File: config.mk
export PLATFORM = sky130hd
export DESIGN_NAME = spi_req_arbiter
export DESIGN_NICKNAME = d
export VERILOG_FILES = /design/src/rtl/spi_req_arbiter.sv
export SDC_FILE = /design/constraint.sdc
export NUM_CORES = 1
export LEC_CHECK = 0
export CORE_MARGIN = 2
export CORE_UTILIZATION = 50
export DETAILED_ROUTE_END_ITERATION = 6
export GPL_TIMING_DRIVEN = 0
export PLACE_DENSITY = 0.74
export SKIP_CTS_REPAIR_TIMING = 1
export SYNTH_ARGS = -nofsm -noshare
export SYNTH_HDL_FRONTEND = slang
export SYNTH_SLANG_ARGS = --single-unit
File: constraint.sdc
create_clock -name clk -period 1.7 [get_ports clk]
set_input_delay 0.34 -clock clk [delete_from_list [all_inputs] [get_ports clk]]
set_output_delay 0.34 -clock clk [all_outputs]
set_load 0.02 [all_outputs]
File: src/rtl/spi_req_arbiter.sv
// Shares one SPI engine between the config-load and DAC-waveform requesters.
// Pending requests are latched, granted one at a time, and each completion is routed back to its owner.
module spi_req_arbiter #(
  parameter int unsigned MAX_DAC_BURST = 4,
  parameter int unsigned TIMEOUT_W     = 16,
  parameter int unsigned TIMEOUT       = 40000
) (
  input  logic clk,
  input  logic rst,
  input  logic req_cfg,
  input  logic req_dac,
  input  logic spi_done,
  input  logic clr_err,
  output logic trig_cfg,
  output logic trig_dac,
  output logic done_cfg,
  output logic done_dac,
  output logic busy,
  output logic owner_dac,
  output logic err_timeout,
  output logic err_overrun
);

  localparam int unsigned BURST_W = $clog2(MAX_DAC_BURST + 1);

  typedef enum logic [1:0] {
    S_IDLE  = 2'd0,
    S_ISSUE = 2'd1,
    S_WAIT  = 2'd2
  } state_e;

  state_e               state_q, state_d;
  logic                 pend_cfg_q, pend_cfg_d;
  logic                 pend_dac_q, pend_dac_d;
  logic [BURST_W-1:0]   burst_q, burst_d;
  logic [TIMEOUT_W-1:0] timer_q, timer_d;
  logic                 owner_q, owner_d;
  logic                 trig_cfg_q, trig_cfg_d;
  logic                 trig_dac_q, trig_dac_d;
  logic                 done_cfg_q, done_cfg_d;
  logic                 done_dac_q, done_dac_d;
  logic                 busy_q, busy_d;
  logic                 err_to_q, err_to_d;
  logic                 err_ov_q, err_ov_d;
  logic                 grant_cfg, grant_dac, set_to, set_ov;

  always_ff @(posedge clk) begin
    if (rst) begin
      state_q    <= S_IDLE;
      pend_cfg_q <= 1'b0;
      pend_dac_q <= 1'b0;
      burst_q    <= '0;
      timer_q    <= '0;
      owner_q    <= 1'b0;
      trig_cfg_q <= 1'b0;
      trig_dac_q <= 1'b0;
      done_cfg_q <= 1'b0;
      done_dac_q <= 1'b0;
      busy_q     <= 1'b0;
      err_to_q   <= 1'b0;
      err_ov_q   <= 1'b0;
    end else begin
      state_q    <= state_d;
      pend_cfg_q <= pend_cfg_d;
      pend_dac_q <= pend_dac_d;
      burst_q    <= burst_d;
      timer_q    <= timer_d;
      owner_q    <= owner_d;
      trig_cfg_q <= trig_cfg_d;
      trig_dac_q <= trig_dac_d;
      done_cfg_q <= done_cfg_d;
      done_dac_q <= done_dac_d;
      busy_q     <= busy_d;
      err_to_q   <= err_to_d;
      err_ov_q   <= err_ov_d;
    end
  end

  always_comb begin
    state_d    = state_q;
    timer_d    = timer_q;
    owner_d    = owner_q;
    burst_d    = pend_cfg_q ? burst_q : '0;
    grant_cfg  = 1'b0;
    grant_dac  = 1'b0;
    trig_cfg_d = 1'b0;
    trig_dac_d = 1'b0;
    done_cfg_d = 1'b0;
    done_dac_d = 1'b0;
    set_to     = 1'b0;

    unique case (state_q)
      S_IDLE: begin
        if (pend_dac_q || pend_cfg_q) begin
          state_d = S_ISSUE;
          // DAC keeps priority until a waiting cfg request has been passed over MAX_DAC_BURST times
          if (pend_dac_q && !(pend_cfg_q && burst_q == BURST_W'(MAX_DAC_BURST))) begin
            grant_dac  = 1'b1;
            owner_d    = 1'b1;
            trig_dac_d = 1'b1;
            if (pend_cfg_q) burst_d = burst_q + BURST_W'(1);
          end else begin
            grant_cfg  = 1'b1;
            owner_d    = 1'b0;
            trig_cfg_d = 1'b1;
            burst_d    = '0;
          end
        end
      end
      S_ISSUE: begin
        timer_d = '0;
        state_d = S_WAIT;
      end
      S_WAIT: begin
        if (spi_done || timer_q == TIMEOUT_W'(TIMEOUT - 1)) begin
          state_d    = S_IDLE;
          done_dac_d = owner_q;
          done_cfg_d = !owner_q;
          set_to     = !spi_done;
        end else begin
          timer_d = timer_q + TIMEOUT_W'(1);
        end
      end
      default: state_d = S_IDLE;
    endcase

    // A request coinciding with its own grant is kept as a fresh pending request
    pend_cfg_d = grant_cfg ? req_cfg : (pend_cfg_q | req_cfg);
    pend_dac_d = grant_dac ? req_dac : (pend_dac_q | req_dac);
    set_ov     = (req_cfg && pend_cfg_q && !grant_cfg) || (req_dac && pend_dac_q && !grant_dac);
    err_to_d   = set_to | (err_to_q & ~clr_err);
    err_ov_d   = set_ov | (err_ov_q & ~clr_err);
    busy_d     = (state_d != S_IDLE);
  end

  assign trig_cfg    = trig_cfg_q;
  assign trig_dac    = trig_dac_q;
  assign done_cfg    = done_cfg_q;
  assign done_dac    = done_dac_q;
  assign busy        = busy_q;
  assign owner_dac   = owner_q;
  assign err_timeout = err_to_q;
  assign err_overrun = err_ov_q;

endmodule

# --- Word-level counts from Yosys, hierarchy flattened ---
# Cells that the tools add are included.
totals:
  output_inout_bits: 8
  in_bits: 6
  ff_bits: 31
  wordCells: 69
classes:
  bitwise_logic: 9
  n_mux: 20
  reduce_logical: 20
  eq_ne: 5
  add_sub_neg: 2
ops:
  columns: ["cell", "count"]
  rows:
  - ["$pmux W16 S2", 1]
  - ["$add A16 B1 Y16 const B", 1]
  - ["$eq A16 B16 Y1 const B", 1]
  - ["$mux W16", 1]
  - ["$mux W3", 5]
  - ["$mux W1", 10]
  - ["$logic_and A1 B1 Y1", 6]
  - ["$pmux W2 S3", 1]
  - ["$logic_not A1 Y1", 5]
  - ["$mux W2", 2]
  - ["$or A1 B1 Y1", 4]
  - ["$reduce_and A2 Y1", 2]
  - ["$reduce_bool A2 Y1", 2]
  - ["$add A3 B1 Y3 const B", 1]
  - ["$eq A3 B3 Y1 const B", 1]
  - ["$logic_or A1 B1 Y1", 3]
  - ["$not A1 Y1", 3]
  - ["$reduce_or A3 Y1", 1]
  - ["$and A1 B1 Y1", 2]
  - ["$eq A2 B1 Y1 const B", 1]
  - ["$eq A2 B2 Y1 const B", 1]
  - ["$logic_not A2 Y1", 1]
  - ["$ne A2 B2 Y1 const B", 1]

# --- Logic depth before layout (Yosys ltp) ---
# Gate-level depths: netlist (run 1).
logic_depth:
  depth_word: 11
  mapped_depth: 7
  mapped_depth_nobuf: 6

# --- Worst setup path before layout (run 1) ---
# No wires, ideal clock.
synth_timing:
  path_type: "flip-flop to flip-flop"
  start: "register timer_q[6]"
  end: "register timer_q[9]"
  setup_time_ns: 0.121
  setup_slack_ns: -0.126
  path_buffers: 1
  period_less_slack_ns: 1.826
  arrival_ns: 1.705
  path_stages_with_launch: 6
  cell_sequence: "dfxtp_1 -> or4b_4 -> nor4_4 -> buf_6 -> nor3_1 -> mux2_2"
synth_between:
  elab_chain_cells: 4
  word_cells_on_any_way: 7
  cone_classes: "1 x add/sub; 2 x eq/ne; 2 x mux; 2 x reduce/logical"
synth_lines:
  columns: ["element", "line", "rtl"]
  rows:
  - ["start: declaration", "36", "logic [TIMEOUT_W-1:0] timer_q, timer_d;"]
  - ["start signal: assignment", "67", "timer_q <= timer_d;"]
  - ["branches (longest 4 deep; another with $add A16 B1 Y16)", null, null]
# Several ways; the timed one is not identified. The select of a mux whose other input is x is not followed.
# A chain may end at the register's enable or synchronous reset.

# --- Worst setup path in the final report (run 1) ---
layout_timing:
  start: "register timer_q[6]"
  end: "register timer_q[4]"
layout_between:
  elab_chain_cells: 4
layout_lines:
  columns: ["element", "line", "rtl"]
  rows:
  - ["$eq A16 B16 Y1", "115", "if (spi_done || timer_q == TIMEOUT_W'(TIMEOUT - 1)) begin"]
  - ["$logic_or A1 B1 Y1", "115", null]
  - ["$ne A2 B2 Y1 (no source line)", null, null]
  - ["$reduce_and A2 Y1 (no source line)", null, null]
# Every way passes these cells.

==> reports/results.ini, run 1 <==
[outcome]
status = finished with violations
violations = setup timing

[worst_setup_path]
r2r_slack_ps = -180
r2r-start = timer_q[6]
worstSetupPathType = flop to flop
worstReg2RegEnd = timer_q[4]
critPathMaxFanout = 6
crit_required_ps = 1940
critical_path.startpoint_type = flop
cp.arrival_ps = 2120
r2r_cells = 5
cp-end-kind = flop

[placed_design]
hpwl_mm = 2.53
io_buffers = 12
place.gp.congestion = 0.898
placedCellCount = 214

[synth]
async_flop_share = 0
avgSynthCellArea_sq_um = 8.82
synth_seq_area_share = 0.412
synth-edff-count = 0
ys_types = 46
syn_area_sq_um = 1510
synth_ff_type = dfxtp_1
syn_inst = 171
synth-seq-cells = 31
synth_nets = 180
yosys_warnings = 0

[route]
drt_pass1_iterations = 4
vias_per_cell = 6.31
drc = 0
vias = 1446
wl_per_cell_microns = 16.3
ant_nets = 0
drtIter0Drc = 61
drt-total-wl_mm = 3.74

[worst_hold_path]
whs_endpoint = done_cfg
hold_path_class = primary input to flop
hold_path_startpoint = spi_done
holdPathStages = 3

[power]
leakagePower_nw = 0.669
powerDensity_nw_per_um2 = 792
fin_total_pwr_mw = 1.51
peakVddDrop_mv = 0.599

[timing]
period_share = 1.10
finalSetupTns_ps = -1880
relSlewSlack = 0.655
rsz0062_at_grt = yes
finClkSkew_ps = 11.3
final-setup-viol-count = 16
max_freq_mhz = 533
setup_ws_ps = -177
final_max_slew_viol_count = 0
period_minus_slack_ps = 1880
hold_viol_final = 0
worst-slew-pin-transition_ps = 512

[grt]
antenna_found_initial = 0
grt_usage = 0.232
grt_pass1_wl_mm = 6.06
grt.overflow.total = 0
grt_max_degree = 11
grt_pass1_vias = 1335

[cts]
clkSinkCount = 31
cts_buffers = 5
clockRootBuffer = clkbuf_4
clk_latency_ps = 340
clockBufferDepth = 2
path_clk_slew_ps = 100
ctsHtreeMaxLevel = 2
cts_tree = done

[finish]
layout.cells.non_filler = 229
drive_above_1_share = 0.192
diodes = 0
syn_to_final_growth_pct = 26.5
fin_nets = 206

[floorplanning]
io_pins = 14
placementRows = 19
die_y_microns = 58.9
dieArea_sq_um = 3470
die_w_microns = 58.9
initial_core_util = 0.537
core_sq_um = 2810

[flow_run]
maxCapViolCount = 0

critical path, cell delays in order, from the launching register on:
cell and delay (ps):
dfxtp_4 370, or4b_4 530, nor4_4 320, buf_6 190, o21ai_1 90, a311oi_1 270
cell type report:
cell class | count | area [sq um]
fill | 235 | 898
multi-input combinational | 126 | 873
sequential | 31 | 634
timing repair buffer | 19 | 201
clock buffer | 6 | 51.3
buffer | 6 | 42.5
tap | 31 | 38.8
clock inverter | 2 | 35.0
inverter | 8 | 30.0
through the flow:
step	area [sq um]	utilization	hold WS [ps]	worst slack (ps)
after floorplan	1510	-	432	-123
after global placement	1670	0.595	465	-733
after detailed placement	1670	0.595	474	-831
after CTS	1750	0.625	492	-482
after global routing	1910	0.680	459	-270
final	1910	0.680	459	-177
sequential cells by signal (all words and copies together), names as in the netlist:
register     flops
burst_q          3
busy             1
done_cfg         1
done_dac         1
err_overrun      1
err_timeout      1
owner_dac        1
pend_cfg_q       1
pend_dac_q       1
state_q          2
timer_q         16
trig_cfg         1
trig_dac         1
cells in the final DEF (no fill, tap or decap), types with 2 or more instances in the layout:
cell             synthesis  final
or4_1                    8      8
dfxtp_4                  0      3
and4_1                   3      3
nand3b_1                 2      2
nand2b_1                 6      6
o31ai_4                  0      2
dfxtp_1                 31     26
buf_4                    0      5
a31oi_1                  3      3
clkbuf_4                 0      5
o211ai_1                 3      3
nor3_1                   2      2
a21oi_1                 12     11
nor2b_1                  3      3
o21ai_0                  6      5
nand4b_1                 2      2
dfxtp_2                  0      2
dlymetal6s2s_1           0      3
nand2_1                  8      8
clkdlybuf4s50_1          0      9
and3_1                   2      2
clkbuf_1                 3      2
a211oi_1                 3      3
nor2_1                  15     14
nand4_1                  7      7
o21ai_1                  1      2
inv_1                    8      8
or2_2                    4      4
ha_1                     3      2
o31ai_1                  5      2
nand3_1                  9      9
buf_6                    1      2
Yosys cell counts (2+ instances only):
cell type | instances | area (sq um)
nand4_1 | 7 | 43.8
a21oi_1 | 12 | 60.1
nor3_1 | 2 | 10.0
clkbuf_1 | 3 | 11.3
nand3b_1 | 2 | 15.0
ha_1 | 3 | 37.5
inv_1 | 8 | 30.0
and4_1 | 3 | 26.3
o21ai_0 | 6 | 30.0
nand2_1 | 8 | 30.0
or4_1 | 8 | 60.1
nor2_1 | 15 | 56.3
o31ai_1 | 5 | 37.5
a31oi_1 | 3 | 18.8
dfxtp_1 | 31 | 621
nor2b_1 | 3 | 18.8
nand3_1 | 9 | 45.0
and3_1 | 2 | 12.5
nand2b_1 | 6 | 37.5
or2_2 | 4 | 25.0
a211oi_1 | 3 | 22.5
nand4b_1 | 2 | 17.5
o211ai_1 | 3 | 22.5
logic make-up after synthesis:
group	synth area share
muxes	0.0141
DFF	0.412
xor gates and xnor gates	0.00581
AOI/OAI and AO/OA	0.169
buffers and inverters	0.0473
and+or+nand+nor	0.327
adders and majority gates	0.0249
report_power, final:
group	internal, mW	leakage (nW)	switching (mW)
combinational	0.0564	0.365	0.0804
sequential	0.742	0.255	0.0188
clock	0.347	0.0482	0.265
routing by layer:
layer,GRT usage,part of all wire,wire (microns),up-vias
li1,-,-,-,698
met1,0.283,0.43,1620,690
met2,0.386,0.49,1830,50
met3,0.0769,0.062,233,8
met4,0.0714,0.014,52,0
met5,0,0,0,-
worst max path at each step:
stage | end | startpoint | depth (start not counted)
2_1_floorplan | timer_q[9] | timer_q[14] | 5
3_3_place_gp | timer_q[9] | spi_done | 5
3_5_place_dp | timer_q[9] | spi_done | 5
4_1_cts | timer_q[9] | spi_done | 5
5_1_grt | timer_q[7] | timer_q[7] | 6
6_report | timer_q[4] | timer_q[6] | 5
Power figures use the tool's default switching activity.
==> run 2: changes to the inputs <==
--- a/config.mk
+++ b/config.mk
@@ -10,7 +10,9 @@
 export DETAILED_ROUTE_END_ITERATION = 6
 export GPL_TIMING_DRIVEN = 0
 export PLACE_DENSITY = 0.74
+export SETUP_SLACK_MARGIN = 0.02
 export SKIP_CTS_REPAIR_TIMING = 1
+export SLEW_MARGIN = 20
 export SYNTH_ARGS = -nofsm -noshare
 export SYNTH_HDL_FRONTEND = slang
 export SYNTH_SLANG_ARGS = --single-unit
==> reports/results.ini, run 2 (same netlist as run 1, synthesis figures left out) <==
[placed_design]
io_buffers = 12  ; unchanged
placedCellCount = 214  ; unchanged
place.gp.congestion = 0.874  ; -2.7%
dpl_cell_area_sq_um = 1670  ; unchanged
preCtsSetupSlack_ps = -791  ; +39.9 ps
hpwl_mm = 2.46  ; -2.7%

[worst_setup_path]
cp-end-kind = flop
crit_buf_inv = 1  ; unchanged
critical_path.startpoint_type = flop
crit_chain = or4b_4 -> nor4_4 -> buf_6 -> o21ai_2 -> a311oi_1
cp_slowest_cell = or4b_4
critPathMaxFanout = 6  ; unchanged
worstSetupPathType = flop to flop
cp.arrival_ps = 2160  ; +40 ps
crit_path_max_incr_delay_ps = 560  ; +30 ps
crit_family = simple AND/OR/NAND/NOR gates
crit_required_ps = 1940  ; about the same

[cts]
cts_buffers = 5  ; unchanged
clk_latency_ps = 330  ; about the same
ctsHtreeMaxLevel = 2  ; unchanged
clockRootBuffer = clkbuf_4
clkSinkCount = 31  ; unchanged
clockBufferDepth = 2  ; unchanged
cts_tree = done
path_clk_slew_ps = 100  ; about the same

[timing]
worst-slew-pin-transition_ps = 551  ; +38.7 ps
finClkSkew_ps = 7.10  ; -4.18 ps
setup_ws_ps = -216  ; -39.6 ps
relSlewSlack = 0.629  ; -0.0260
max_freq_mhz = 522  ; -2.1%
rsz0062_at_grt = yes
final_max_slew_viol_count = 0  ; unchanged
period_minus_slack_ps = 1920  ; +39.6 ps
final-setup-viol-count = 16  ; unchanged
hold_viol_final = 0  ; unchanged
period_share = 1.13  ; +0.0233

[finish]
syn_to_final_growth_pct = 25.3
final_common_cell = dfxtp_1
regMostFlops = timer_q
fin_nets = 210  ; +1.9%
largest_register_ffs = 16  ; unchanged
drive_above_1_share = 0.203  ; +0.0111
layout.cells.non_filler = 233  ; +1.7%
stdcell_area_sq_um = 1890  ; -0.92%
fill_cells = 238  ; +1.3%
final_cell_mix = dfxtp_1, nor2_1, a21oi_1, clkdlybuf4s50_1
top_regs = timer_q (16), burst_q (3), state_q (2)
diodes = 0  ; unchanged

[route]
drc = 0  ; unchanged
vias = 1426  ; -1.4%
ant_nets = 0  ; unchanged
vias_per_cell = 6.12  ; -3.1%
drt-total-wl_mm = 3.71  ; -0.72%
wl_per_cell_microns = 15.9  ; -2.4%
drtIter0Drc = 78  ; +28%
drt_pass1_iterations = 4  ; unchanged

[grt]
antenna_found_initial = 0  ; unchanged
grt_pass1_wl_mm = 6.05  ; -0.12%
grt_pass1_vias = 1370  ; +2.6%
grt.overflow.total = 0  ; unchanged
grt_max_degree = 11  ; unchanged
grt_usage = 0.229  ; -0.00286

[power]
seq_power_share = 0.580  ; +0.076
powerDensity_nw_per_um2 = 694  ; -12%
p_switching_mw = 0.349  ; -4.1%
peakVddDrop_mv = 0.656  ; +9.5%
switching_share = 0.267  ; +0.0253
leakagePower_nw = 0.647  ; -3.3%
combPwrFrac = 0.106  ; +0.015
p_int_mw = 0.961  ; -16%
clkPwrFrac = 0.314  ; -0.092

[outcome]
violations = setup timing
status = finished with violations

[floorplanning]
die_y_microns = 58.9  ; unchanged
core_sq_um = 2810  ; unchanged
initial_core_util = 0.537  ; unchanged
dieArea_sq_um = 3470  ; unchanged
placementRows = 19  ; unchanged
io_pins = 14  ; unchanged
die_w_microns = 58.9  ; unchanged

[flow_run]
maxCapViolCount = 0  ; unchanged

[worst_hold_path]
hold_path_class = flop to flop

## run 2: cell count changes in the layout (fill, tap and decap cells not counted), sizes merged
| cell | previous run | this run |
|---|---|---|
| bufinv | 1 | 0 |
| clkbuf | 9 | 10 |
| buf | 10 | 14 |
| clkdlybuf4s50 | 9 | 11 |
| dlymetal6s2s | 3 | 1 |
## run 2: worst paths after layout
path / slack [ps] / cells past startpoint / startpoint / end
setup / recovery: -220 / 5 / timer_q[6] / timer_q[4]
hold / removal: 460 / 1 / timer_q[14] / timer_q[14]
setup reg to reg: -220 / 5 / timer_q[6] / timer_q[4]
hold reg to reg: 460 / 1 / timer_q[14] / timer_q[14]
## run 2: stage by stage
step	power, mW	TNS [ps]	hold WS, ps	util
after global routing	1.36	-3810	476	0.674
final	1.31	-2650	461	0.674
after CTS	1.31	-5150	483	0.612
after detailed placement	0.911	-8540	465	0.595
after global placement	0.908	-7530	461	0.595
after floorplan	0.856	-620	432	-
## run 2: worst reg2reg max path: stages (launching register included)
cell and delay [ps]:
dfxtp_4 350, or4b_4 560, nor4_4 350, buf_6 200, o21ai_2 70, a311oi_1 280
## run 2: power by group through the flow
stage | combinational, mW | clock, mW | sequential [mW]
after floorplan | 0.0661 | 0 | 0.790
after global placement | 0.130 | 0 | 0.778
after detailed placement | 0.132 | 0 | 0.779
after CTS | 0.133 | 0.416 | 0.762
after global routing | 0.155 | 0.446 | 0.763
final | 0.139 | 0.412 | 0.760
## run 2: per-layer routing
metal  track usage  wire length [microns]  part of all wire
met5             0                      0                 0
met4         0.110                     93             0.025
met3        0.0593                    185             0.050
met2         0.368                   1830              0.49
met1         0.284                   1600              0.43
## run 2: layout make-up
| type | count | area, sq um | area share |
|---|---|---|---|
| multi-input cells | 126 | 872 | 0.462 |
| flip-flops and latches | 31 | 636 | 0.336 |
| repair buffers | 23 | 220 | 0.117 |
| clock buffers | 7 | 45.0 | 0.0238 |
| plain buffers | 6 | 42.5 | 0.0225 |
| well taps | 31 | 38.8 | 0.0205 |
| inverters | 8 | 30.0 | 0.0159 |
| clock inverters | 1 | 5.00 | 0.00265 |
